## config.mk

```make
export PLATFORM = sky130hd
export DESIGN_NAME = multicycle_ctrl_fsm
export DESIGN_NICKNAME = d
export VERILOG_FILES = /design/src/rtl/multicycle_ctrl_fsm_pkg.sv /design/src/rtl/imm_src_decoder.sv /design/src/rtl/multicycle_ctrl_fsm.sv
export SDC_FILE = /design/constraint.sdc
export NUM_CORES = 1
export LEC_CHECK = 0
export ABC_AREA = 1
export CORE_MARGIN = 3
export CORE_UTILIZATION = 50
export CTS_BUF_LIST = sky130_fd_sc_hd__clkbuf_4 sky130_fd_sc_hd__clkbuf_8
export DETAILED_ROUTE_END_ITERATION = 8
export PLACE_DENSITY = 0.92
export SETUP_SLACK_MARGIN = 0.4
export SLEW_MARGIN = 20
export SYNTH_ARGS = -nofsm -noshare
export SYNTH_HDL_FRONTEND = slang
export SYNTH_SLANG_ARGS = --single-unit
```

## constraint.sdc

```tcl
create_clock -name clk -period 6.35 [get_ports clk]
set_input_delay 0.9525 -clock clk [delete_from_list [all_inputs] [get_ports clk]]
set_output_delay 0.9525 -clock clk [all_outputs]
set_load 0.005 [all_outputs]
```

## src/rtl/multicycle_ctrl_fsm_pkg.sv

```systemverilog
// Shared definitions for the multicycle RISC-V control unit: opcodes, FSM states,
// datapath select codes and the control-vector struct. Honours MC_CTRL_JAL_EN.
package multicycle_ctrl_fsm_pkg;

  localparam int unsigned OP_LW  = 3;
  localparam int unsigned OP_SW  = 35;
  localparam int unsigned OP_R   = 51;
  localparam int unsigned OP_I   = 19;
  localparam int unsigned OP_BEQ = 99;
  localparam int unsigned OP_JAL = 111;

  typedef enum logic [3:0] {
    S_FETCH,
    S_DECODE,
    S_MEMADR,
    S_MEMREAD,
    S_MEMWB,
    S_MEMWRITE,
    S_EXECR,
    S_EXECI,
    S_ALUWB,
    S_BEQ,
    S_ILLEGAL,
    S_FAULT
`ifdef MC_CTRL_JAL_EN
    , S_JAL
`endif
  } state_e;

  typedef enum logic [1:0] {
    RES_ALUOUT    = 2'b00,
    RES_DATA      = 2'b01,
    RES_ALURESULT = 2'b10
  } result_src_e;

  typedef enum logic [1:0] {
    A_PC    = 2'b00,
    A_OLDPC = 2'b01,
    A_RS1   = 2'b10
  } src_a_e;

  typedef enum logic [1:0] {
    B_RS2  = 2'b00,
    B_IMM  = 2'b01,
    B_FOUR = 2'b10
  } src_b_e;

  typedef enum logic [1:0] {
    ALU_ADD   = 2'b00,
    ALU_SUB   = 2'b01,
    ALU_FUNCT = 2'b10
  } alu_op_e;

  typedef enum logic [1:0] {
    IMM_I = 2'b00,
    IMM_S = 2'b01,
    IMM_B = 2'b10,
    IMM_J = 2'b11
  } imm_src_e;

  typedef struct packed {
    logic        pc_update;
    logic        branch;
    logic        reg_write;
    logic        mem_write;
    logic        ir_write;
    logic        adr_src;
    result_src_e result_src;
    src_a_e      alu_src_a;
    src_b_e      alu_src_b;
    alu_op_e     alu_op;
  } ctrl_t;

  localparam ctrl_t CTRL_IDLE = '0;

  // States that wait on the memory handshake and therefore feed the stall timer.
  function automatic logic is_mem_wait_state(input state_e s);
    return (s inside {S_FETCH, S_MEMREAD, S_MEMWRITE});
  endfunction

  function automatic logic is_retire_state(input state_e s);
    return (s inside {S_MEMWB, S_MEMWRITE, S_ALUWB, S_BEQ});
  endfunction

endpackage

```

## src/rtl/imm_src_decoder.sv

```systemverilog
// Combinational opcode -> immediate-format select, shared with the single-cycle core.
// J-format is only decoded when MC_CTRL_JAL_EN is defined.
module imm_src_decoder
  import multicycle_ctrl_fsm_pkg::*;
#(
  parameter int OP_W = 7
) (
  input  logic [OP_W-1:0] op_i,
  output logic [1:0]      imm_src_o
);

  always_comb begin
    imm_src_o = IMM_I;
    case (op_i)
      OP_W'(OP_SW):  imm_src_o = IMM_S;
      OP_W'(OP_BEQ): imm_src_o = IMM_B;
`ifdef MC_CTRL_JAL_EN
      OP_W'(OP_JAL): imm_src_o = IMM_J;
`endif
      default:       imm_src_o = IMM_I;
    endcase
  end

endmodule

```

## src/rtl/multicycle_ctrl_fsm.sv

```systemverilog
// Multicycle RISC-V control FSM with memory wait states, stall timeout, illegal-opcode
// trap and retired-instruction counter. Define MC_CTRL_JAL_EN to add the JAL sequence.
module multicycle_ctrl_fsm
  import multicycle_ctrl_fsm_pkg::*;
#(
  parameter int OP_W      = 7,
  parameter int STALL_MAX = 16,
  parameter int CNT_W     = 32
) (
  input  logic             clk,
  input  logic             reset,
  input  logic [OP_W-1:0]  op,
  input  logic             mem_ready,
  output logic             pc_update,
  output logic             branch,
  output logic             reg_write,
  output logic             mem_write,
  output logic             ir_write,
  output logic             adr_src,
  output logic [1:0]       result_src,
  output logic [1:0]       alu_src_a,
  output logic [1:0]       alu_src_b,
  output logic [1:0]       alu_op,
  output logic [1:0]       imm_src,
  output logic             illegal_op,
  output logic             timeout,
  output logic [CNT_W-1:0] instret
);

  localparam int WAIT_W = (STALL_MAX > 2) ? $clog2(STALL_MAX) : 1;

  state_e            state_q, state_d;
  logic [WAIT_W-1:0] wait_q, wait_d;
  logic [CNT_W-1:0]  instret_q, instret_d;
  logic              illegal_q, illegal_d;
  logic              timeout_q, timeout_d;
  logic              stalled;
  logic              stall_limit;
  logic              retire;
  ctrl_t             ctrl;

  assign stalled     = is_mem_wait_state(state_q) && !mem_ready;
  assign stall_limit = (STALL_MAX != 0) && stalled &&
                       (wait_q == WAIT_W'(STALL_MAX - 1));

  // State register and the counters/flags that travel with it.
  // NOTE: sequential state uses non-blocking assignments so every register samples
  // pre-edge values regardless of block ordering.
  always_ff @(posedge clk or posedge reset) begin
    if (reset) begin
      state_q   <= S_FETCH;
      wait_q    <= '0;
      instret_q <= '0;
      illegal_q <= 1'b0;
      timeout_q <= 1'b0;
    end else begin
      state_q   <= state_d;
      wait_q    <= wait_d;
      instret_q <= instret_d;
      illegal_q <= illegal_d;
      timeout_q <= timeout_d;
    end
  end

  // Next-state logic.
  // NOTE: every combinational output is given a default first, so no path leaves a
  // value unassigned and no latch is inferred.
  always_comb begin
    state_d = state_q;
    case (state_q)
      S_FETCH:    if (mem_ready) state_d = S_DECODE;
      S_DECODE: begin
        case (op)
          OP_W'(OP_LW),
          OP_W'(OP_SW):  state_d = S_MEMADR;
          OP_W'(OP_R):   state_d = S_EXECR;
          OP_W'(OP_I):   state_d = S_EXECI;
          OP_W'(OP_BEQ): state_d = S_BEQ;
`ifdef MC_CTRL_JAL_EN
          OP_W'(OP_JAL): state_d = S_JAL;
`endif
          default:       state_d = S_ILLEGAL;
        endcase
      end
      S_MEMADR:   state_d = (op == OP_W'(OP_SW)) ? S_MEMWRITE : S_MEMREAD;
      S_MEMREAD:  if (mem_ready) state_d = S_MEMWB;
      S_MEMWB:    state_d = S_FETCH;
      S_MEMWRITE: if (mem_ready) state_d = S_FETCH;
      S_EXECR:    state_d = S_ALUWB;
      S_EXECI:    state_d = S_ALUWB;
      S_ALUWB:    state_d = S_FETCH;
      S_BEQ:      state_d = S_FETCH;
`ifdef MC_CTRL_JAL_EN
      S_JAL:      state_d = S_ALUWB;
`endif
      S_ILLEGAL:  state_d = S_ILLEGAL;
      S_FAULT:    state_d = S_FAULT;
      default:    state_d = S_FETCH;
    endcase
    if (stall_limit) state_d = S_FAULT;
  end

  // Stall timer restarts whenever the state moves on; instret counts completed instructions.
  always_comb begin
    wait_d = wait_q;
    if (state_d != state_q) begin
      wait_d = '0;
    end else if (stalled) begin
      wait_d = wait_q + 1'b1;
    end
    retire    = (state_d == S_FETCH) && is_retire_state(state_q);
    instret_d = instret_q + CNT_W'(retire);
    illegal_d = illegal_q || (state_d == S_ILLEGAL);
    timeout_d = timeout_q || (state_d == S_FAULT);
  end

  // Output decode: Moore from state, except the FETCH write enables follow mem_ready
  // and are held low while reset is asserted.
  always_comb begin
    ctrl = CTRL_IDLE;
    case (state_q)
      S_FETCH: begin
        ctrl.alu_src_b  = B_FOUR;
        ctrl.result_src = RES_ALURESULT;
        ctrl.ir_write   = mem_ready && !reset;
        ctrl.pc_update  = mem_ready && !reset;
      end
      S_DECODE: begin
        ctrl.alu_src_a = A_OLDPC;
        ctrl.alu_src_b = B_IMM;
      end
      S_MEMADR: begin
        ctrl.alu_src_a = A_RS1;
        ctrl.alu_src_b = B_IMM;
      end
      S_MEMREAD: begin
        ctrl.adr_src = 1'b1;
      end
      S_MEMWB: begin
        ctrl.result_src = RES_DATA;
        ctrl.reg_write  = 1'b1;
      end
      S_MEMWRITE: begin
        ctrl.adr_src   = 1'b1;
        ctrl.mem_write = 1'b1;
      end
      S_EXECR: begin
        ctrl.alu_src_a = A_RS1;
        ctrl.alu_op    = ALU_FUNCT;
      end
      S_EXECI: begin
        ctrl.alu_src_a = A_RS1;
        ctrl.alu_src_b = B_IMM;
        ctrl.alu_op    = ALU_FUNCT;
      end
      S_ALUWB: begin
        ctrl.reg_write = 1'b1;
      end
      S_BEQ: begin
        ctrl.alu_src_a = A_RS1;
        ctrl.alu_op    = ALU_SUB;
        ctrl.branch    = 1'b1;
      end
`ifdef MC_CTRL_JAL_EN
      S_JAL: begin
        ctrl.alu_src_a = A_OLDPC;
        ctrl.alu_src_b = B_FOUR;
        ctrl.pc_update = 1'b1;
      end
`endif
      default: ctrl = CTRL_IDLE;
    endcase
  end

  imm_src_decoder #(
    .OP_W(OP_W)
  ) u_imm_src_decoder (
    .op_i      (op),
    .imm_src_o (imm_src)
  );

  assign pc_update  = ctrl.pc_update;
  assign branch     = ctrl.branch;
  assign reg_write  = ctrl.reg_write;
  assign mem_write  = ctrl.mem_write;
  assign ir_write   = ctrl.ir_write;
  assign adr_src    = ctrl.adr_src;
  assign result_src = ctrl.result_src;
  assign alu_src_a  = ctrl.alu_src_a;
  assign alu_src_b  = ctrl.alu_src_b;
  assign alu_op     = ctrl.alu_op;
  assign illegal_op = illegal_q;
  assign timeout    = timeout_q;
  assign instret    = instret_q;

endmodule

```

==> results.json <==
{
  "status": "finished clean",
  "slew_violations": 0,
  "avgViaCountPerCell": 5.35,
  "grt_max_degree": 43,
  "cp.required_ps": 6570,
  "firstDrtPassIters": 5,
  "cts_tree": "yes",
  "ys_seq_area_share_pct": 41.3,
  "clk_pin_slew_ps": 80,
  "yosys-top-cells-count": "65 x nand2_1, 42 x dfrtp_1, 38 x nor2_1",
  "grt_pass1_wl_microns": 10700,
  "die_area_sq_um": 5990,
  "clk_latency_ps": 300,
  "powerDensity_nw_per_um2": 321,
  "critical_path_class": "in2reg",
  "fin_crit_sh_pct": 52.4,
  "crit_path_end_kind": "register",
  "n_fill_cell": 383,
  "synth_top_flop_cell": "dfrtp_1",
  "hold_violations": 0,
  "synth_cell_types": 33,
  "drt_iter0_drc": 198,
  "finalClockSkew_ps": 8.87,
  "routedWlPerCell_microns": 14.1,
  "synth_edf_count": 0,
  "cts.sinks": 42,
  "ff2ff_path_depth": 13,
  "synth_nets": 320,
  "drt_wl_total_microns": 6170,
  "holdCritPathClass": "reg2reg",
  "drc_errors": 0,
  "yosysMostFrequentCell": "nand2_1",
  "placed_cell_area_sq_um": 3200,
  "ctsLongestPathBuffers": 2,
  "holdBufCountCts": 0,
  "tightestPinTransition_ps": 500,
  "die_h_microns": 77.4,
  "rsz0062_at_grt": "no",
  "final_cells": 438,
  "io_pins": 60,
  "synth_area_leader_cell": "dfrtp_1",
  "grt_usage_pct": 21.9,
  "area.growth.synth_to_final_pct": 31.2,
  "root_buffer": "clkbuf_8",
  "setup_viol": 0,
  "ys_ff_latch": 42,
  "place.gp.congestion": 0.916,
  "antenna_cells": 0,
  "synthArstFlopShare_pct": 100,
  "startpoint_type": "input pin",
  "hold_depth": 1,
  "cts_resized": 0,
  "cts_buffers": 5,
  "synth_area_leaders": "dfrtp_1 41%, nand2_1 9.6%, xor2_1 8.3%",
  "initial_utilization_pct": 52.9,
  "die_width_microns": 77.4,
  "hpwlAfterDp_microns": 4860,
  "power.total_uw": 1070,
  "port_buffers": 59,
  "cap_violations": 0,
  "final_antenna_net_count": 0,
  "vias": 2342,
  "arrival_ps": 3550,
  "postLayoutCellArea_sq_um": 3340,
  "postCtsSetupBuffers": 0,
  "first_global_vias": 2363,
  "yosys_warnings": 0,
  "fmax_mhz": 301,
  "synth_largest_type_area_fraction_pct": 41.3,
  "grt-ovfl-total": 0,
  "core_area_sq_um": 4820,
  "syn_avg_cell_area_sq_um": 8.30,
  "drive_above_1_share_pct": 12.9,
  "syn_inst": 307,
  "power.leakage_uw": 0.00162,
  "maxSlewHeadroom_pct": 66.7,
  "post-place-cells": 430,
  "period_needed_ps": 3330,
  "final.setup.tns_ps": 0,
  "fp-row-count": 25,
  "htree_levels": 2,
  "antenna_found_initial": 0,
  "vdd_drop_max_mv": 0.261,
  "crit_fanout": 5,
  "netlist_area_sq_um": 2550,
  "nNetsFinal": 383
}
## power by group
group | total (uW) | internal [uW] | leakage, uW | switching, uW
logic | 458 | 202 | 0.00101 | 256
clock network | 257 | 168 | 0.0000714 | 89.4
registers | 356 | 305 | 0.000537 | 51.4
## path summary, 6_finish.rpt
path / start / slack [ps] / end
worst max-delay path: mem_ready / 3020 / instret[28]
worst min-delay path: illegal_op / 470 / illegal_op
worst max register to register: state_q[3] / 3620 / instret[28]
worst min register to register: illegal_op / 470 / illegal_op
max in group asynchronous: reset / 4890 / instret[4]
min in group asynchronous: reset / 1110 / instret[22]
## cell families after synthesis
| logic type | Yosys count | share of synthesized area [%] |
|---|---|---|
| simple gates | 178 | 36.7 |
| flops | 42 | 41.3 |
| buf+inv | 41 | 6.63 |
| xor+xnor | 33 | 11.3 |
| compound gates | 10 | 2.55 |
| fa+ha+maj | 3 | 1.47 |
## cells in the final DEF (no fill, tap or decap), types with 3 or more instances in the layout
master,count
clkbuf_8,6
clkdlybuf4s50_1,59
dfrtp_1,42
ha_1,3
inv_1,33
inv_2,4
nand2_1,65
nand2_2,6
nand3_1,22
nand3_2,5
nand4_1,6
nor2_1,38
nor2_2,7
nor2_4,3
nor3_1,7
nor3_2,5
nor4_1,6
xnor2_1,9
xor2_1,24
## layout make-up
cell class	count	area, sq um	share of cell area (%)
clock inverters	2	60.1	1.80
repair buffers	60	598	17.9
well taps	67	83.8	2.51
flip-flops and latches	42	1050	31.4
clock buffers	6	82.6	2.47
multi-input cells	224	1330	39.7
inverters	37	139	4.16
## worst max-delay path: stages
cell	delay [ps]
clkdlybuf4s50_1	510
inv_1	130
nand3_1	180
nand3_1	120
nor3_1	260
ha_1	250
ha_1	270
nand2_2	150
nor4_4	270
nand3_2	140
nor2_1	150
xor2_1	160
## flip-flops by register name, summed over array words and instances (netlist names)
| name | cells |
|---|---|
| instret | 32 |
| state_q | 4 |
| wait_q | 4 |
| timeout | 1 |
| illegal_op | 1 |
## through the flow
stage,utilization (%),hold slack [ps],setup slack [ps]
after floorplan,-,451,3680
final,69.4,468,3020
after CTS,69.4,477,3040
after global routing,69.4,490,2790
after global placement,66.4,449,2980
after detailed placement,66.4,460,2730
## metal layers
metal / vias up / GRT usage (%) / share of wire (%)
met5: - / 0 / 0
met4: 0 / 6.58 / 1.4
met3: 13 / 5.10 / 7.6
met2: 108 / 36.0 / 48
met1: 1112 / 28.7 / 43
li1: 1109 / - / -
No activity file was read; power rests on OpenSTA's default activity.
